==> config.mk <==
export PLATFORM = sky130hd
export DESIGN_NAME = gcd_controller
export DESIGN_NICKNAME = d
export VERILOG_FILES = /design/src/rtl/gcd_controller.sv
export SDC_FILE = /design/constraint.sdc
export NUM_CORES = 1
export LEC_CHECK = 0
export CAP_MARGIN = 20
export CORE_AREA = 2 2 39 41
export CTS_BUF_LIST = sky130_fd_sc_hd__clkbuf_8
export DETAILED_ROUTE_END_ITERATION = 12
export DIE_AREA = 0 0 41 43
export GPL_TIMING_DRIVEN = 0
export SETUP_SLACK_MARGIN = 0.2
export SYNTH_ARGS = -nofsm -noshare
export SYNTH_HDL_FRONTEND = slang
export SYNTH_SLANG_ARGS = --single-unit
==> constraint.sdc <==
create_clock -name clk -period 2.3 [get_ports clk]
set_input_delay 0.23 -clock clk [delete_from_list [all_inputs] [get_ports clk]]
set_output_delay 0.23 -clock clk [all_outputs]
set_load 0.05 [all_outputs]
==> src/rtl/gcd_controller.sv <==
// ---------------------------------------------------------------------------
// gcd_controller
//   Control FSM for a subtract-based GCD datapath (IDLE -> LOAD -> COMPUTE ->
//   DONE). The datapath holds X, Y and a result register and reports two
//   comparator flags. This block drives that datapath's mux selects and load
//   enables.
//
//   Optional feature: define GCD_CTRL_TIMEOUT_EN to add an iteration counter
//   and a timeout output. With the feature enabled, an operation that runs
//   MAX_ITER subtraction cycles without the operands becoming equal is
//   forced to DONE. The default build omits both the counter and the port.
//
// Parameters
//   MAX_ITER  - subtraction-cycle limit per operation (timeout build only)
//
// Ports
//   clk       in   clock, rising edge
//   rst       in   asynchronous active-high reset
//   go        in   start request, sampled only in IDLE
//   x_lt_y    in   datapath flag: X < Y
//   x_ne_y    in   datapath flag: X != Y
//   x_sel     out  X mux select (0 = operand, 1 = X-Y)
//   x_en      out  X register load enable
//   y_sel     out  Y mux select (0 = operand, 1 = Y-X)
//   y_en      out  Y register load enable
//   output_en out  result register load enable
//   busy      out  high whenever the FSM is not in IDLE
//   done      out  one-cycle pulse; the result register is valid
//   timeout   out  high with done when MAX_ITER ran out (timeout build only)
// ---------------------------------------------------------------------------
module gcd_controller #(
    parameter int unsigned MAX_ITER = 65535
) (
    input  logic clk,
    input  logic rst,
    input  logic go,
    input  logic x_lt_y,
    input  logic x_ne_y,
    output logic x_sel,
    output logic x_en,
    output logic y_sel,
    output logic y_en,
    output logic output_en,
    output logic busy,
    output logic done
`ifdef GCD_CTRL_TIMEOUT_EN
    ,
    output logic timeout
`endif
);

    typedef enum logic [1:0] {
        IDLE    = 2'd0,
        LOAD    = 2'd1,
        COMPUTE = 2'd2,
        DONE    = 2'd3
    } state_t;

    state_t state;

    // High in a COMPUTE cycle in which the iteration budget is exhausted.
    logic iter_limit;

    if (MAX_ITER < 1) begin : g_bad_max_iter
        $error("gcd_controller: MAX_ITER must be at least 1");
    end

`ifdef GCD_CTRL_TIMEOUT_EN
    localparam int unsigned CNT_W = (MAX_ITER < 2) ? 1 : $clog2(MAX_ITER + 1);
    localparam logic [CNT_W-1:0] ITER_LIMIT = CNT_W'(MAX_ITER);

    logic [CNT_W-1:0] iter_cnt;

    assign iter_limit = (state == COMPUTE) && (iter_cnt == ITER_LIMIT);

    // Counts only the cycles that actually load a difference.
    always_ff @(posedge clk or posedge rst) begin
        if (rst) begin
            iter_cnt <= '0;
        end else if (state == LOAD) begin
            iter_cnt <= '0;
        end else if (state == COMPUTE && x_ne_y && !iter_limit) begin
            iter_cnt <= iter_cnt + CNT_W'(1);
        end
    end
`else
    assign iter_limit = 1'b0;
`endif

    // State register plus the state-derived status outputs. busy/done/timeout
    // are registered alongside the transition so they are clean flop outputs
    // that track the state exactly.
    always_ff @(posedge clk or posedge rst) begin
        if (rst) begin
            state   <= IDLE;
            busy    <= 1'b0;
            done    <= 1'b0;
`ifdef GCD_CTRL_TIMEOUT_EN
            timeout <= 1'b0;
`endif
        end else begin
            case (state)
                IDLE: begin
                    if (go) begin
                        state <= LOAD;
                        busy  <= 1'b1;
                    end
                end
                LOAD: begin
                    state <= COMPUTE;
                end
                COMPUTE: begin
                    if (!x_ne_y) begin
                        state <= DONE;
                        done  <= 1'b1;
                    end else if (iter_limit) begin
                        state   <= DONE;
                        done    <= 1'b1;
`ifdef GCD_CTRL_TIMEOUT_EN
                        timeout <= 1'b1;
`endif
                    end
                end
                DONE: begin
                    state   <= IDLE;
                    busy    <= 1'b0;
                    done    <= 1'b0;
`ifdef GCD_CTRL_TIMEOUT_EN
                    timeout <= 1'b0;
`endif
                end
                default: begin
                    state <= IDLE;
                    busy  <= 1'b0;
                    done  <= 1'b0;
                end
            endcase
        end
    end

    // Datapath controls decode from state and flags in the same cycle, so a
    // subtraction result is loaded on the edge right after the flags settle.
    always_comb begin
        x_sel     = 1'b0;
        x_en      = 1'b0;
        y_sel     = 1'b0;
        y_en      = 1'b0;
        output_en = 1'b0;
        case (state)
            LOAD: begin
                x_en = 1'b1;
                y_en = 1'b1;
            end
            COMPUTE: begin
                if (!x_ne_y) begin
                    output_en = 1'b1;
                end else if (!iter_limit) begin
                    if (x_lt_y) begin
                        y_en  = 1'b1;
                        y_sel = 1'b1;
                    end else begin
                        x_en  = 1'b1;
                        x_sel = 1'b1;
                    end
                end
            end
            default: begin
            end
        endcase
    end

endmodule

### Word-level counts from Yosys, hierarchy flattened

Cells that the tools add are included.

* input port bits: 5
* register bits after elaboration: 4
* logic and storage cells: 31
* output and inout port bits: 7

* reduce and logical (&&, ||, !) cells: 6
* equal/unequal tests: 5
* muxes and demuxes: 17

Operators with widths (count)
* $mux W1: 10
* $pmux W1 S2: 4
* $pmux W2 S4: 1
* $reduce_and A2 Y1: 3
* $eq A2 B2 Y1 const B: 2
* $mux W2: 2
* $ne A2 B2 Y1 const B: 2
* $reduce_bool A2 Y1: 2
* $eq A2 B1 Y1 const B: 1
* $logic_not A2 Y1: 1

### Longest topological paths before layout

Gate-level depths: netlist (run 1).

* depth after elaboration: 3
* depth in mapped cells: 5
* mapped depth without buffers: 5

### Worst setup path before layout (run 1)

Ideal clock, no wire load.

* kind: register to output
* start: register state[0]
* end: output x_en
* stages on the path, launching flop included: 6
* data arrival time: 1.674 ns
* required time: 2.070 ns
* slack: 0.396 ns
* path buffers: 0
* cell sequence: dfrtp_1 > inv_1 > ha_1 > and2_4 > and2b_1 > o21a_1

* longest elaborated chain between the ends: 2
* elaborated cells on any way between the ends: 3
* classes of those cells: eq/ne (2); mux (1)

RTL lines
* start, declared: line 59 `state_t state;`
* start signal, assigned: line 95 `state <= IDLE;`
* start signal, assigned: line 105 `state <= LOAD;`
* start signal, assigned: line 110 `state <= COMPUTE;`
* $eq A2 B2 Y1 / $eq A2 B1 Y1 (equally long branches): line 149 `case (state)`
* $pmux W1 S2 (*): line 149
* end, declared: line 40 `output logic x_en,`

Mark *: on every way between the ends. The rest lies on a longest branch, timed or not.

### Worst setup path after layout (run 1)

* start: register state[0]
* end: output y_en

* longest elaborated chain between the ends: 2
* elaborated cells on any way between the ends: 3
* classes of those cells: eq/ne (2); mux (1)

RTL lines
* $eq A2 B2 Y1 / $eq A2 B1 Y1 (equally long branches): line 149
* $pmux W1 S2 (*): line 149
* end, declared: line 42 `output logic y_en,`

Marked as above.

==> results of run 1 <==
## per-stage QoR
stage               setup slack [ns]  utilization, %
finish                         0.293            33.2
global route                   0.223            33.2
CTS                            0.230            33.3
detailed placement            0.0802            30.7
global placement              0.0827            30.7
floorplan                      0.396               -
## routing by layer
layer  wire, microns  vias to the layer above  track usage (%)  share of wire, %
met3              31                        0             7.85               5.6
met2             272                        7             10.0                49
met1             251                      119             9.71                45
li1                -                      128                -                 -
met5               0                        -                0                 0
met4               0                        0             2.00                 0
## registers in the layout, summed over array words and instances, names as in the netlist
signal / cells
busy: 1
done: 1
state: 2
## logic make-up (layout without fill, tap and decap cells)
| group | after synthesis | count (layout) | synth area share [%] |
|---|---|---|---|
| flops | 4 | 4 | 34.0 |
| mux | 1 | 1 | 5.10 |
| fa+ha+maj | 5 | 5 | 21.3 |
| buf+inv | 3 | 17 | 3.83 |
| simple gates | 10 | 10 | 21.3 |
| compound gates | 6 | 6 | 14.5 |
## worst max-delay path, cell delays in order (launching register included)
cell and delay, ns:
dfrtp_1 0.40, inv_1 0.13, ha_1 0.22, and3_1 0.19, o21a_1 0.11, dlygate4sd2_1 0.52
## how the worst min path moves through the flow
stage,from,end,slack [ns],depth (start not counted)
2_1_floorplan,rst,busy,-0.004,1
6_report,rst,state[1],0.20,2
3_5_place_dp,rst,done,0.43,2
3_3_place_gp,rst,done,0.42,2
5_1_grt,rst,state[1],0.22,2
4_1_cts,rst,done,0.20,2
## cell usage after synthesis, drive strengths merged
library cell / number / share of area, %
ha: 5 / 21
dfrtp: 4 / 34
and2b: 3 / 7.7
inv: 3 / 3.8
nand2: 3 / 3.8
o21a: 2 / 5.1
a21o: 1 / 2.6
a21oi: 1 / 1.7
and2: 1 / 3.0
and3: 1 / 2.1
mux2: 1 / 5.1
nor2: 1 / 2.1
nor3b: 1 / 2.6
o21ai: 1 / 1.7
o32a: 1 / 3.4
## area by class of cell
class                           instances  area (sq um)  share of cell area [%]
Clock buffer                            3          41.3                    8.99
Timing Repair Buffer                   11           104                    22.6
Sequential cell                         4           100                    21.8
Inverter                                3          11.3                    2.45
Tap cell                               16          20.0                    4.36
Multi-Input combinational cell         22           183                    39.8
==> impl_metrics.py, run 1 <==
metrics = {
    "outcome": {
        "status": "completed",
    },
    "finish": {
        "layoutNonFillerInstCount": 59,
        "final_common_cell": "clkdlybuf4s50_1",
        "antenna_cells": 0,
        "stdcell_area_sq_um": 459,
        "final_cell_mix": "6 x clkdlybuf4s50_1, 5 x ha_1, 4 x dfrtp_1",
        "fillers": 149,
        "drive_gt1_share_pct": 16.3,
        "syn_to_final_growth_pct": 56.2,
        "final_nets": 55,
    },
    "global_route": {
        "gr-total-overflow": 0,
        "grt_max_degree": 6,
        "grt_use_total_pct": 8.05,
        "grt_pass1_wl_microns": 903,
        "antenna_found_initial": 0,
        "grt_pass1_vias": 224,
    },
    "worst_setup_path": {
        "rrSetupSlack_ns": 0.85,
        "reg2reg_from": "state[0]",
        "timing.rr.end": "state[1]",
        "cp_data_arrival_time_ns": 1.78,
        "critPathMaxFanout": 4,
        "worstRegToRegCells": 5,
        "critical_path_class": "register to primary output",
        "critPathRequiredTime_ns": 2.07,
        "crit_end": "y_en",
        "crit_path_end_kind": "primary output",
        "crit_start": "state[0]",
        "start_kind": "register",
    },
    "clock_network": {
        "cts_tree": "built",
        "cts_inserted_buffers": 3,
        "cts_resized": 4,
        "clk_pin_slew_ns": 0.03,
        "htreeDepth": 1,
        "cts_max_path_buffers": 2,
        "postCtsSetupBuffers": 0,
        "cts.sinks": 4,
        "clock_latency_ns": 0.21,
        "root_buffer": "clkbuf_8",
        "hold_buffers": 0,
    },
    "routing": {
        "ant_nets": 0,
        "drc": 0,
        "dr.pass1.iters": 4,
        "detail_route.wl_per_cell_microns": 9.41,
        "vias_per_cell": 4.31,
        "totalWireLength_microns": 555,
        "vias": 254,
        "initialDrtViolationCount": 3,
    },
    "synthesis": {
        "avgSynthCellArea_sq_um": 10.1,
        "seq_area_frac_synth_pct": 34.0,
        "synthesis.area_sq_um": 294,
        "yosysUniqueCellTypes": 15,
        "ys_ff_latch": 4,
        "netlist_instances": 29,
        "syn_nets": 39,
        "yosys_warnings": 0,
    },
    "sta": {
        "setup_tns_ns": 0,
        "worst_pin_slew_ns": 0.501,
        "holdWs_ns": 0.198,
        "slew_viol_final": 0,
        "max_slew_margin_pct": 66.5,
        "period_needed_ns": 2.01,
        "rsz0062_at_grt": "no",
        "timing.fmax_mhz": 498,
        "skew_ns": 0.00142,
        "period_share_pct": 87.3,
        "finalSetupViolCount": 0,
        "finalHoldViolCount": 0,
    },
    "place": {
        "dp_hpwl_microns": 454,
        "placed_area_sq_um": 424,
        "gp_congestion": 0.686,
        "io_buffers": 11,
        "place_inst": 56,
    },
    "floorplanning": {
        "io_pins": 12,
        "start_util_pct": 21.2,
        "die_w_microns": 41,
        "die_y_microns": 43,
        "floorplan.die_area_sq_mm": 0.00176,
        "row_count": 14,
        "core_area_sq_mm": 0.00138,
    },
    "run": {
        "cap_violations": 0,
    },
    "hold_path": {
        "hold_path_class": "primary input to asynchronous set/reset pin",
    },
}
Power of run 1 is not shown: default switching activity piles up to over one toggle a cycle in this logic, so the estimate is an artifact.
==> run 2: changes to the inputs <==
--- a/config.mk
+++ b/config.mk
@@ -10,6 +10,7 @@
 export CTS_BUF_LIST = sky130_fd_sc_hd__clkbuf_8
 export DETAILED_ROUTE_END_ITERATION = 12
 export DIE_AREA = 0 0 41 43
+export GPL_ROUTABILITY_DRIVEN = 0
 export GPL_TIMING_DRIVEN = 0
 export SETUP_SLACK_MARGIN = 0.2
 export SYNTH_ARGS = -nofsm -noshare
==> results of run 2 <==
Final layout, timing and power as in run 1 (identical DEF).
Power of run 2 is left out for the same reason.
